<file path="src/rtl/mem_stage_lsu_pkg.sv">
// Shared types and helpers for the MEM-stage load/store unit: func3 codes,
// FSM state enum, access-size offset masking and reset defaults.
package mem_stage_lsu_pkg;

  // Load func3 codes; 3'b111 is decoded as a full doubleword (falls to default).
  localparam logic [2:0] F3_LB  = 3'b000;
  localparam logic [2:0] F3_LH  = 3'b001;
  localparam logic [2:0] F3_LW  = 3'b010;
  localparam logic [2:0] F3_LD  = 3'b011;
  localparam logic [2:0] F3_LBU = 3'b100;
  localparam logic [2:0] F3_LHU = 3'b101;
  localparam logic [2:0] F3_LWU = 3'b110;

  // Access size is func3[1:0] for both loads and stores.
  localparam logic [1:0] SZ_B = 2'd0;
  localparam logic [1:0] SZ_H = 2'd1;
  localparam logic [1:0] SZ_W = 2'd2;
  localparam logic [1:0] SZ_D = 2'd3;

  localparam logic [63:0] RESET_IDLE_DATA_DEF = 64'h0;

  typedef enum logic [1:0] {
    IDLE = 2'd0,
    REQ  = 2'd1,
    WAIT = 2'd2
  } lsu_state_e;

  // Forces the byte offset onto the natural boundary of the access size.
  function automatic logic [2:0] mask_off(input logic [1:0] size, input logic [2:0] off);
    logic [2:0] m;
    case (size)
      SZ_B:    m = off;
      SZ_H:    m = off & 3'b110;
      SZ_W:    m = off & 3'b100;
      SZ_D:    m = 3'b000;
      default: m = 3'b000;
    endcase
    return m;
  endfunction

  function automatic logic is_misaligned(input logic [1:0] size, input logic [2:0] off);
    return off != mask_off(size, off);
  endfunction

endpackage

</file>
<file path="src/rtl/mem_stage_lsu_if.sv">
// Data-memory bus between the LSU (master) and a synchronous 64-bit memory (slave).
interface mem_stage_lsu_if #(
  parameter int ADDR_W = 32
);
  // req is held with we/addr/wdata/be stable until the cycle gnt is seen with
  // req high; that cycle is the transfer. A read returns exactly one rvalid
  // pulse with rdata at some later cycle. gnt/rvalid without a pending
  // request/read carry no meaning.
  logic              req;
  logic              we;
  logic [ADDR_W-1:0] addr;
  logic [63:0]       wdata;
  logic [7:0]        be;
  logic              gnt;
  logic              rvalid;
  logic [63:0]       rdata;

  modport master (
    output req, we, addr, wdata, be,
    input  gnt, rvalid, rdata
  );

  modport slave (
    input  req, we, addr, wdata, be,
    output gnt, rvalid, rdata
  );
endinterface

</file>
<file path="src/rtl/mem_stage_lsu_data_align.sv">
// Purely combinational lane steering: load shift plus sign/zero extension,
// store data shift and byte-enable generation.
module mem_stage_lsu_data_align
  import mem_stage_lsu_pkg::*;
(
  input  logic [2:0]  ld_func3,
  input  logic [2:0]  ld_off,
  input  logic [63:0] ld_rdata,
  output logic [63:0] ld_data,
  input  logic [1:0]  st_size,
  input  logic [2:0]  st_off,
  input  logic [63:0] st_wdata_in,
  output logic [63:0] st_wdata,
  output logic [7:0]  st_be
);

  logic [63:0] ld_shifted;
  logic [7:0]  st_be_base;

  always_comb begin
    ld_shifted = ld_rdata >> {ld_off, 3'b000};
    case (ld_func3)
      F3_LB:   ld_data = {{56{ld_shifted[7]}},  ld_shifted[7:0]};
      F3_LH:   ld_data = {{48{ld_shifted[15]}}, ld_shifted[15:0]};
      F3_LW:   ld_data = {{32{ld_shifted[31]}}, ld_shifted[31:0]};
      F3_LD:   ld_data = ld_shifted;
      F3_LBU:  ld_data = {56'd0, ld_shifted[7:0]};
      F3_LHU:  ld_data = {48'd0, ld_shifted[15:0]};
      F3_LWU:  ld_data = {32'd0, ld_shifted[31:0]};
      default: ld_data = ld_shifted;
    endcase
  end

  always_comb begin
    case (st_size)
      SZ_B:    st_be_base = 8'h01;
      SZ_H:    st_be_base = 8'h03;
      SZ_W:    st_be_base = 8'h0F;
      default: st_be_base = 8'hFF;
    endcase
    st_be    = st_be_base << st_off;
    st_wdata = st_wdata_in << {st_off, 3'b000};
  end

endmodule

</file>
<file path="src/rtl/mem_stage_lsu.sv">
// MEM-stage load/store unit: IDLE/REQ/WAIT FSM driving the data-memory bus,
// pipeline stall and the registered write-back payload. Optional: MISALIGN_TRAP_EN.
module mem_stage_lsu
  import mem_stage_lsu_pkg::*;
#(
  parameter int          ADDR_W          = 32,
  parameter logic [63:0] RESET_IDLE_DATA = RESET_IDLE_DATA_DEF
) (
  input  logic              clk,
  input  logic              rst,
  input  logic              ex_valid,
  input  logic              ex_is_load,
  input  logic              ex_is_store,
  input  logic [2:0]        ex_func3,
  input  logic [ADDR_W-1:0] ex_addr,
  input  logic [63:0]       ex_result,
  input  logic [63:0]       ex_wdata,
  input  logic [4:0]        ex_rd,
  output logic              stall,
  mem_stage_lsu_if.master   dmem,
  output logic              wb_valid,
  output logic              wb_we,
  output logic [4:0]        wb_rd,
  output logic [63:0]       wb_data,
  output logic              misalign,
  output lsu_state_e        dbg_state
);

  lsu_state_e        state_q, state_d;
  logic [2:0]        func3_q, func3_d;
  logic [2:0]        off_q, off_d;
  logic [4:0]        rd_q, rd_d;
  logic              req_we_q, req_we_d;
  logic [ADDR_W-1:0] req_addr_q, req_addr_d;
  logic [63:0]       req_wdata_q, req_wdata_d;
  logic [7:0]        req_be_q, req_be_d;
  logic              wb_valid_q, wb_valid_d;
  logic              wb_we_q, wb_we_d;
  logic [4:0]        wb_rd_q, wb_rd_d;
  logic [63:0]       wb_data_q, wb_data_d;
  logic              misalign_q, misalign_d;

  logic              mem_op;
  logic              ex_store;
  logic [1:0]        ex_size;
  logic [2:0]        ex_off;
  logic              trap;
  logic [63:0]       ld_data;
  logic [63:0]       st_wdata;
  logic [7:0]        st_be;

  // A request flagged as both load and store is handled as a load.
  assign mem_op   = ex_valid & (ex_is_load | ex_is_store);
  assign ex_store = ex_is_store & ~ex_is_load;
  assign ex_size  = ex_func3[1:0];
  assign ex_off   = mask_off(ex_size, ex_addr[2:0]);

`ifdef MISALIGN_TRAP_EN
  assign trap = mem_op & is_misaligned(ex_size, ex_addr[2:0]);
`else
  assign trap = 1'b0;
`endif

  mem_stage_lsu_data_align u_align (
    .ld_func3    (func3_q),
    .ld_off      (off_q),
    .ld_rdata    (dmem.rdata),
    .ld_data     (ld_data),
    .st_size     (ex_size),
    .st_off      (ex_off),
    .st_wdata_in (ex_wdata),
    .st_wdata    (st_wdata),
    .st_be       (st_be)
  );

  always_comb begin
    state_d     = state_q;
    func3_d     = func3_q;
    off_d       = off_q;
    rd_d        = rd_q;
    req_we_d    = req_we_q;
    req_addr_d  = req_addr_q;
    req_wdata_d = req_wdata_q;
    req_be_d    = req_be_q;
    wb_valid_d  = 1'b0;
    wb_we_d     = 1'b0;
    wb_rd_d     = wb_rd_q;
    wb_data_d   = wb_data_q;
    misalign_d  = 1'b0;
    stall       = 1'b0;

    case (state_q)
      IDLE: begin
        if (trap) begin
          wb_valid_d = 1'b1;
          wb_rd_d    = ex_rd;
          misalign_d = 1'b1;
        end else if (mem_op) begin
          // Bus fields are captured here so they stay put however long gnt takes.
          stall       = 1'b1;
          func3_d     = ex_func3;
          off_d       = ex_off;
          rd_d        = ex_rd;
          req_we_d    = ex_store;
          req_addr_d  = {ex_addr[ADDR_W-1:3], 3'b000};
          req_wdata_d = st_wdata;
          req_be_d    = st_be;
          state_d     = REQ;
        end else if (ex_valid) begin
          wb_valid_d = 1'b1;
          wb_we_d    = (ex_rd != 5'd0);
          wb_rd_d    = ex_rd;
          wb_data_d  = ex_result;
        end
      end
      REQ: begin
        stall = ~(dmem.gnt & req_we_q);
        if (dmem.gnt) begin
          if (req_we_q) begin
            wb_valid_d = 1'b1;
            wb_rd_d    = rd_q;
            state_d    = IDLE;
          end else begin
            state_d = WAIT;
          end
        end
      end
      WAIT: begin
        stall = ~dmem.rvalid;
        if (dmem.rvalid) begin
          wb_valid_d = 1'b1;
          wb_we_d    = (rd_q != 5'd0);
          wb_rd_d    = rd_q;
          wb_data_d  = ld_data;
          state_d    = IDLE;
        end
      end
      default: state_d = IDLE;
    endcase
  end

  always_ff @(posedge clk) begin
    if (rst) begin
      state_q     <= IDLE;
      func3_q     <= 3'd0;
      off_q       <= 3'd0;
      rd_q        <= 5'd0;
      req_we_q    <= 1'b0;
      req_addr_q  <= '0;
      req_wdata_q <= 64'd0;
      req_be_q    <= 8'd0;
      wb_valid_q  <= 1'b0;
      wb_we_q     <= 1'b0;
      wb_rd_q     <= 5'd0;
      wb_data_q   <= RESET_IDLE_DATA;
      misalign_q  <= 1'b0;
    end else begin
      state_q     <= state_d;
      func3_q     <= func3_d;
      off_q       <= off_d;
      rd_q        <= rd_d;
      req_we_q    <= req_we_d;
      req_addr_q  <= req_addr_d;
      req_wdata_q <= req_wdata_d;
      req_be_q    <= req_be_d;
      wb_valid_q  <= wb_valid_d;
      wb_we_q     <= wb_we_d;
      wb_rd_q     <= wb_rd_d;
      wb_data_q   <= wb_data_d;
      misalign_q  <= misalign_d;
    end
  end

  assign dmem.req   = (state_q == REQ);
  assign dmem.we    = req_we_q;
  assign dmem.addr  = req_addr_q;
  assign dmem.wdata = req_wdata_q;
  assign dmem.be    = req_be_q;

  assign wb_valid  = wb_valid_q;
  assign wb_we     = wb_we_q;
  assign wb_rd     = wb_rd_q;
  assign wb_data   = wb_data_q;
  assign misalign  = misalign_q;
  assign dbg_state = state_q;

endmodule

</file>
<file path="src/flat_wrapper.sv">
// flat-port wrapper written by rule: the top's interface ports become plain ports
module mem_stage_lsu_flat import mem_stage_lsu_pkg::*;
#(
  parameter int          ADDR_W          = 32,
  parameter logic [63:0] RESET_IDLE_DATA = RESET_IDLE_DATA_DEF
)
  (clk, rst, ex_valid, ex_is_load, ex_is_store, ex_func3, ex_addr, ex_result, ex_wdata, ex_rd, stall, wb_valid, wb_we, wb_rd, wb_data, misalign, dbg_state, dmem_req, dmem_we, dmem_addr, dmem_wdata, dmem_be, dmem_gnt, dmem_rvalid, dmem_rdata);
  mem_stage_lsu_if #(.ADDR_W(ADDR_W)) dmem_i ();
  input  logic clk;
  input  logic rst;
  input  logic ex_valid;
  input  logic ex_is_load;
  input  logic ex_is_store;
  input  logic [2:0] ex_func3;
  input  logic [ADDR_W-1:0] ex_addr;
  input  logic [63:0] ex_result;
  input  logic [63:0] ex_wdata;
  input  logic [4:0] ex_rd;
  output logic stall;
  output logic wb_valid;
  output logic wb_we;
  output logic [4:0] wb_rd;
  output logic [63:0] wb_data;
  output logic misalign;
  output lsu_state_e dbg_state;
  output wire logic [$bits(dmem_i.req)-1:0] dmem_req;
  output wire logic [$bits(dmem_i.we)-1:0] dmem_we;
  output wire logic [$bits(dmem_i.addr)-1:0] dmem_addr;
  output wire logic [$bits(dmem_i.wdata)-1:0] dmem_wdata;
  output wire logic [$bits(dmem_i.be)-1:0] dmem_be;
  input wire logic [$bits(dmem_i.gnt)-1:0] dmem_gnt;
  input wire logic [$bits(dmem_i.rvalid)-1:0] dmem_rvalid;
  input wire logic [$bits(dmem_i.rdata)-1:0] dmem_rdata;
  assign dmem_req = dmem_i.req;
  assign dmem_we = dmem_i.we;
  assign dmem_addr = dmem_i.addr;
  assign dmem_wdata = dmem_i.wdata;
  assign dmem_be = dmem_i.be;
  assign dmem_i.gnt = dmem_gnt;
  assign dmem_i.rvalid = dmem_rvalid;
  assign dmem_i.rdata = dmem_rdata;
  mem_stage_lsu #(.ADDR_W(ADDR_W), .RESET_IDLE_DATA(RESET_IDLE_DATA)) u_core (.clk(clk), .rst(rst), .ex_valid(ex_valid), .ex_is_load(ex_is_load), .ex_is_store(ex_is_store), .ex_func3(ex_func3), .ex_addr(ex_addr), .ex_result(ex_result), .ex_wdata(ex_wdata), .ex_rd(ex_rd), .stall(stall), .dmem(dmem_i), .wb_valid(wb_valid), .wb_we(wb_we), .wb_rd(wb_rd), .wb_data(wb_data), .misalign(misalign), .dbg_state(dbg_state));
endmodule
</file>
<file path="config.mk">
export PLATFORM = sky130hd
export DESIGN_NAME = mem_stage_lsu_flat
export DESIGN_NICKNAME = d
export VERILOG_FILES = /design/src/rtl/mem_stage_lsu_pkg.sv /design/src/rtl/mem_stage_lsu_if.sv /design/src/rtl/mem_stage_lsu_data_align.sv /design/src/rtl/mem_stage_lsu.sv /design/src/flat_wrapper.sv
export SDC_FILE = /design/constraint.sdc
export NUM_CORES = 1
export LEC_CHECK = 0
export CAP_MARGIN = 20
export CORE_AREA = 2 2 161 163
export DETAILED_ROUTE_END_ITERATION = 12
export DIE_AREA = 0 0 163 165
export PLACE_DENSITY = 0.77
export RECOVER_POWER = 25
export SLEW_MARGIN = 10
export SYNTH_ARGS = -nofsm -noshare
export SYNTH_HDL_FRONTEND = slang
export SYNTH_SLANG_ARGS = --single-unit
</file>
<file path="constraint.sdc">
create_clock -name clk -period 2.55 [get_ports clk]
set_input_delay 0.255 -clock clk [delete_from_list [all_inputs] [get_ports clk]]
set_output_delay 0.255 -clock clk [all_outputs]
set_load 0.02 [all_outputs]
</file>
==> results.md <==
Critical path:
- The peak fanout along the critical path is 54.
- The element type at the critical path start is a flop.
- The source of the worst register-to-register timing path is u_core.off_q[0]$_SDFFE_PP0P_.
- The minimum setup slack among reg-to-reg paths is 0.16 ns.
- The capture point of the worst reg-to-reg path is u_core.wb_data[55]$_SDFFE_PP0P_.
- Data on the critical path arrives at its endpoint at 2.71 ns.
- The type of the worst setup path is reg2reg.
- The count of cells along the worst register-to-register path is 8.
- STA classifies the critical path endpoint as a flop.
- The critical path required time is 2.87 ns.

Layout:
- From synthesis to final layout, the design area changed by 52.28%.
- Of the cells placed in the final design, the portion with a size suffix greater than 1 is 0.09288.
- The final layout contains ~1,900 nets.

Power and ir drop:
- The worst-case IR drop observed on VDD is 0.4480 mV.
- The static power due to leakage is ~0.0057 uW.
- For this design the total switching power over the nets is 2942 uW.
- The proportion of power drawn by combinational gates is 0.317.
- The internal power component is 6000 uW.
- The share of total power consumed by net switching is 0.3290.
- The portion of total power attributed to the clock network is 0.307.
- Of the total power, registers draw 0.375.
- In this run the power density over the cells is 571.3 mW/mm^2.

STA:
- The sum of negative setup slack is 0 ns.
- The tightest slew margin relative to the limit is 0.4454.
- The total count of max-transition violations in the final report is 0.
- The worst path setup slack after routing is about 0.16 ns.
- The slew at the pin closest to its max-slew limit is 0.8251 ns.
- The total count of hold-check failures in the final report is 0.
- The worst path needs between 2 and 2.5 ns of the cycle, external delays included.
- For this run, the top clock speed supported by timing is 418.5 MHz.
- The total of endpoints with negative setup slack in the final report is 0.
- The final clock period utilization by the worst path is 0.9371.
- The worst clock skew is 0.01247 ns.
- Setup repair after global routing left no endpoint under its margin.

Routing:
- The detail-routed net length per standard cell is 22.15 um.
- The first routing iteration left 1,012 violations.
- The remaining antenna violation count is 0.
- In the routed design, unresolved DRC markers number 0.
- The first detailed-routing pass ran for 5 iterations.
- The total vias in the final route is ~12,000.
- The total wire length after detailed routing is 44.08 mm.
- The mean number of vias per cell is 5.826.

Synthesis:
- The netlist area before placement is 0.01028 mm^2.
- The share of synthesized area in the top cell type comes to 0.3623.
- The largest total area in the synthesized netlist belongs to dfxtp_1.
- The flip-flop and latch count after synthesis is between 150 and 200.
- For this run, the number of Yosys warnings is 0.
- After synthesis, the cell types taking the most area are dfxtp_1 (36%), mux2i_1 (11%), nand2_1 (7.1%).
- After technology mapping, the gate count stands at 1,267.
- For this run, asynchronously set or reset flops after synthesis account for 0.
- The average instance in the mapped netlist occupies 8.113 um^2.
- For this run, the register share of the synthesized area comes to 0.3623.
- The number of distinct library cells after synthesis is 54.
- The leading register cell type out of synthesis is dfxtp_1.
- Counting flops with a built-in enable in the synthesized netlist gives 0.

CTS:
- The H-tree depth is 4.
- The total of hold buffers inserted after clock tree synthesis is 0.
- TritonCTS built the clock tree.
- The root buffer cell chosen for the clock tree is clkbuf_16.
- The worst-skew pair later-pin latency is 0.43 ns.
- The clock tree buffer depth is 2.
- Post-CTS timing repair inserted 0 buffers for setup.
- In this run, CTS created clock tree buffers numbering 17.
- After clock tree synthesis, the clock-pin slew on the worst setup and hold paths is ~0.080 ns.
- The clock sink total is 186.

Floorplanning:
- The die covers 0.02690 mm^2.
- The floorplan step set the die width to 163 um.
- The total area inside the core boundary comes to 0.02504 mm^2.
- The chip height is 165 um.
- The starting density of the core is 0.4105.
- During I/O placement, the number of pins put on the boundary was 420.
- The initialized floorplan defines 58 standard-cell rows.

GRT:
- The total grt overflow is 0.
- In the global route stage, overall resource usage came out at 0.3141.
- The global-route wire length before repair is 64.96 mm.
- The number of antenna violations at the first check in global routing is 5.
- The via count of the first global-routing pass was 11,340.
- The maximum number of pins on one net before global-route repair is 82.

Place:
- In this run the tool buffered the top-level ports with 415 buffer cells.
- The congestion estimate from routability-driven global placement came to 0.9684.
- The sum of net half-perimeters after detailed placement is about 33 mm.
- The worst-case setup slack after placement is -0.06202 ns.

Worst hold path:
- The startpoint identified for the worst hold timing path is rst.
- The number of stages on the worst hold path is 2.
- The class of the tightest hold or removal check is in2reg.
- The worst min-delay path endpoint is u_core.wb_data[2]$_SDFFE_PP0P_.

Flow run:
- Across the run, the number of max-cap violations was 0.

Outcome:
- The flow ran to the end, and the final reports show no timing, DRC or antenna violations.
## area by class of cell
| cell class | instances | area (um^2) |
|---|---|---|
| Inverter | 6 | 22.52 |
| Sequential cell | 186 | 3729 |
| Multi-Input combinational cell | 955 | 6093 |
| Antenna cell | 2 | 5.005 |
| Clock buffer | 19 | 452.9 |
| Tap cell | 330 | 412.9 |
| Fill cell | 2165 | 9384 |
| Clock inverter | 11 | 137.6 |
| Timing Repair Buffer | 481 | 4800 |
## worst max-delay path: stages (launching register included)
cell	delay, ns
dfxtp_2	0.47
buf_12	0.29
nor2b_1	0.25
a2bb2oi_1	0.14
a211oi_2	0.33
buf_4	0.27
nor4_2	0.07
buf_4	0.21
a211oi_1	0.27
## flip-flops by register name, indices dropped and copies added, names as in the netlist
name               flops
u_core.wb_data        64
u_core.dbg_state       2
u_core.wb_valid        1
u_core.wb_rd           5
u_core.dmem.addr      29
u_core.dmem.be         8
u_core.dmem.wdata     64
u_core.dmem.we         1
u_core.func3_q         3
u_core.rd_q            5
u_core.off_q           3
u_core.wb_we           1
## layer usage
layer | wire length [um] | track usage | vias up
li1 | - | - | 5369
met1 | 15860 | 0.3410 | 5463
met2 | 21860 | 0.5626 | 641
met3 | 4293 | 0.09292 | 117
met4 | 2035 | 0.1464 | 4
met5 | 24 | 0 | -
## stage by stage
step                      std cells  utilization  hold slack [ns]  cell area [um^2]  total power, uW
after floorplan                1270            -           0.3707             10290             4805
final                          1990       0.6252           0.3370             15650             8942
after detailed placement       1958       0.6009           0.4451             15040             6278
after global placement         1958       0.6009           0.4376             15040             6238
after CTS                      1988       0.6245           0.3072             15640             9006
after global routing           1989       0.6251           0.3323             15650             9300
## power groups by stage
stage	Sequential [uW]	Clock, uW	Combinational [uW]
after global placement	3420	0	2820
after floorplan	3700	0	1110
after CTS	3360	2780	2870
final	3350	2750	2840
after detailed placement	3420	0	2860
after global routing	3380	2890	3020
## cell usage in the layout, fill, tap and decap left out, types with 7 or more instances in the layout
master / n
o21ai_0: 66
a221oi_1: 24
o2bb2ai_1: 8
a31oi_1: 17
o211ai_1: 26
a21boi_0: 15
nor4_1: 9
nor2_1: 136
mux2_2: 23
clkbuf_16: 17
mux2i_1: 109
nand3_1: 10
a221o_1: 7
a211o_1: 8
a21oi_1: 93
dfxtp_1: 184
mux4_2: 8
nor2b_1: 15
nand2_1: 194
a311oi_1: 17
a32oi_1: 9
dlygate4sd3_1: 88
a22oi_1: 28
buf_12: 12
o22ai_1: 7
clkdlybuf4s50_1: 325
or3_1: 19
buf_4: 54
a211oi_1: 47
nor3_1: 18
## worst max-delay path by stage
stage,start,slack (ns),to,depth (start not counted)
finish,u_core.off_q[0]$_SDFFE_PP0P_,0.16,u_core.wb_data[55]$_SDFFE_PP0P_,8
global placement,dmem_rdata[7],-0.02,u_core.wb_data[37]$_SDFFE_PP0P_,6
global route,u_core.off_q[1]$_SDFFE_PP0P_,0.002,u_core.wb_data[45]$_SDFFE_PP0P_,8
floorplan,u_core.dbg_state[0]$_SDFFE_PP0P_,0.19,u_core.wb_data[21]$_SDFFE_PP0P_,10
CTS,u_core.off_q[1]$_SDFFE_PP0P_,0.07,u_core.wb_data[32]$_SDFFE_PP0P_,6
detailed placement,ex_valid,-0.06,u_core.wb_data[11]$_SDFFE_PP0P_,7
## cells in the mapped netlist (all sizes together), types with 8 or more instances
cell type	count
a211o	9
a211oi	49
a21boi	16
a21oi	93
a221oi	24
a22oi	28
a311oi	17
a31oi	17
a32oi	9
buf	31
clkbuf	92
dfxtp	186
mux2	24
mux2i	109
mux4	8
nand2	194
nand3	10
nor2	137
nor2b	16
nor3	20
nor4	11
o211ai	26
o21ai	66
o2bb2ai	8
or3	19
## cells by family (layout without fill, tap and decap cells)
group           Yosys count  count (layout)  synth area share
compound gates          383             383            0.2539
fa+ha+maj                 4               4          0.004869
buf+inv                 129             517           0.05149
flops                   186             186            0.3623
mux                     141             141            0.1500
other cells               1               6         0.0003648
simple gates            423             423            0.1771
## what timing repair did
item	in CTS	in global routing
setup endpoints to repair	1	16
endpoints found under the hold margin	0	0
pin swaps	0	1
resized for setup	2	2
(Power assumes the default switching activity.)
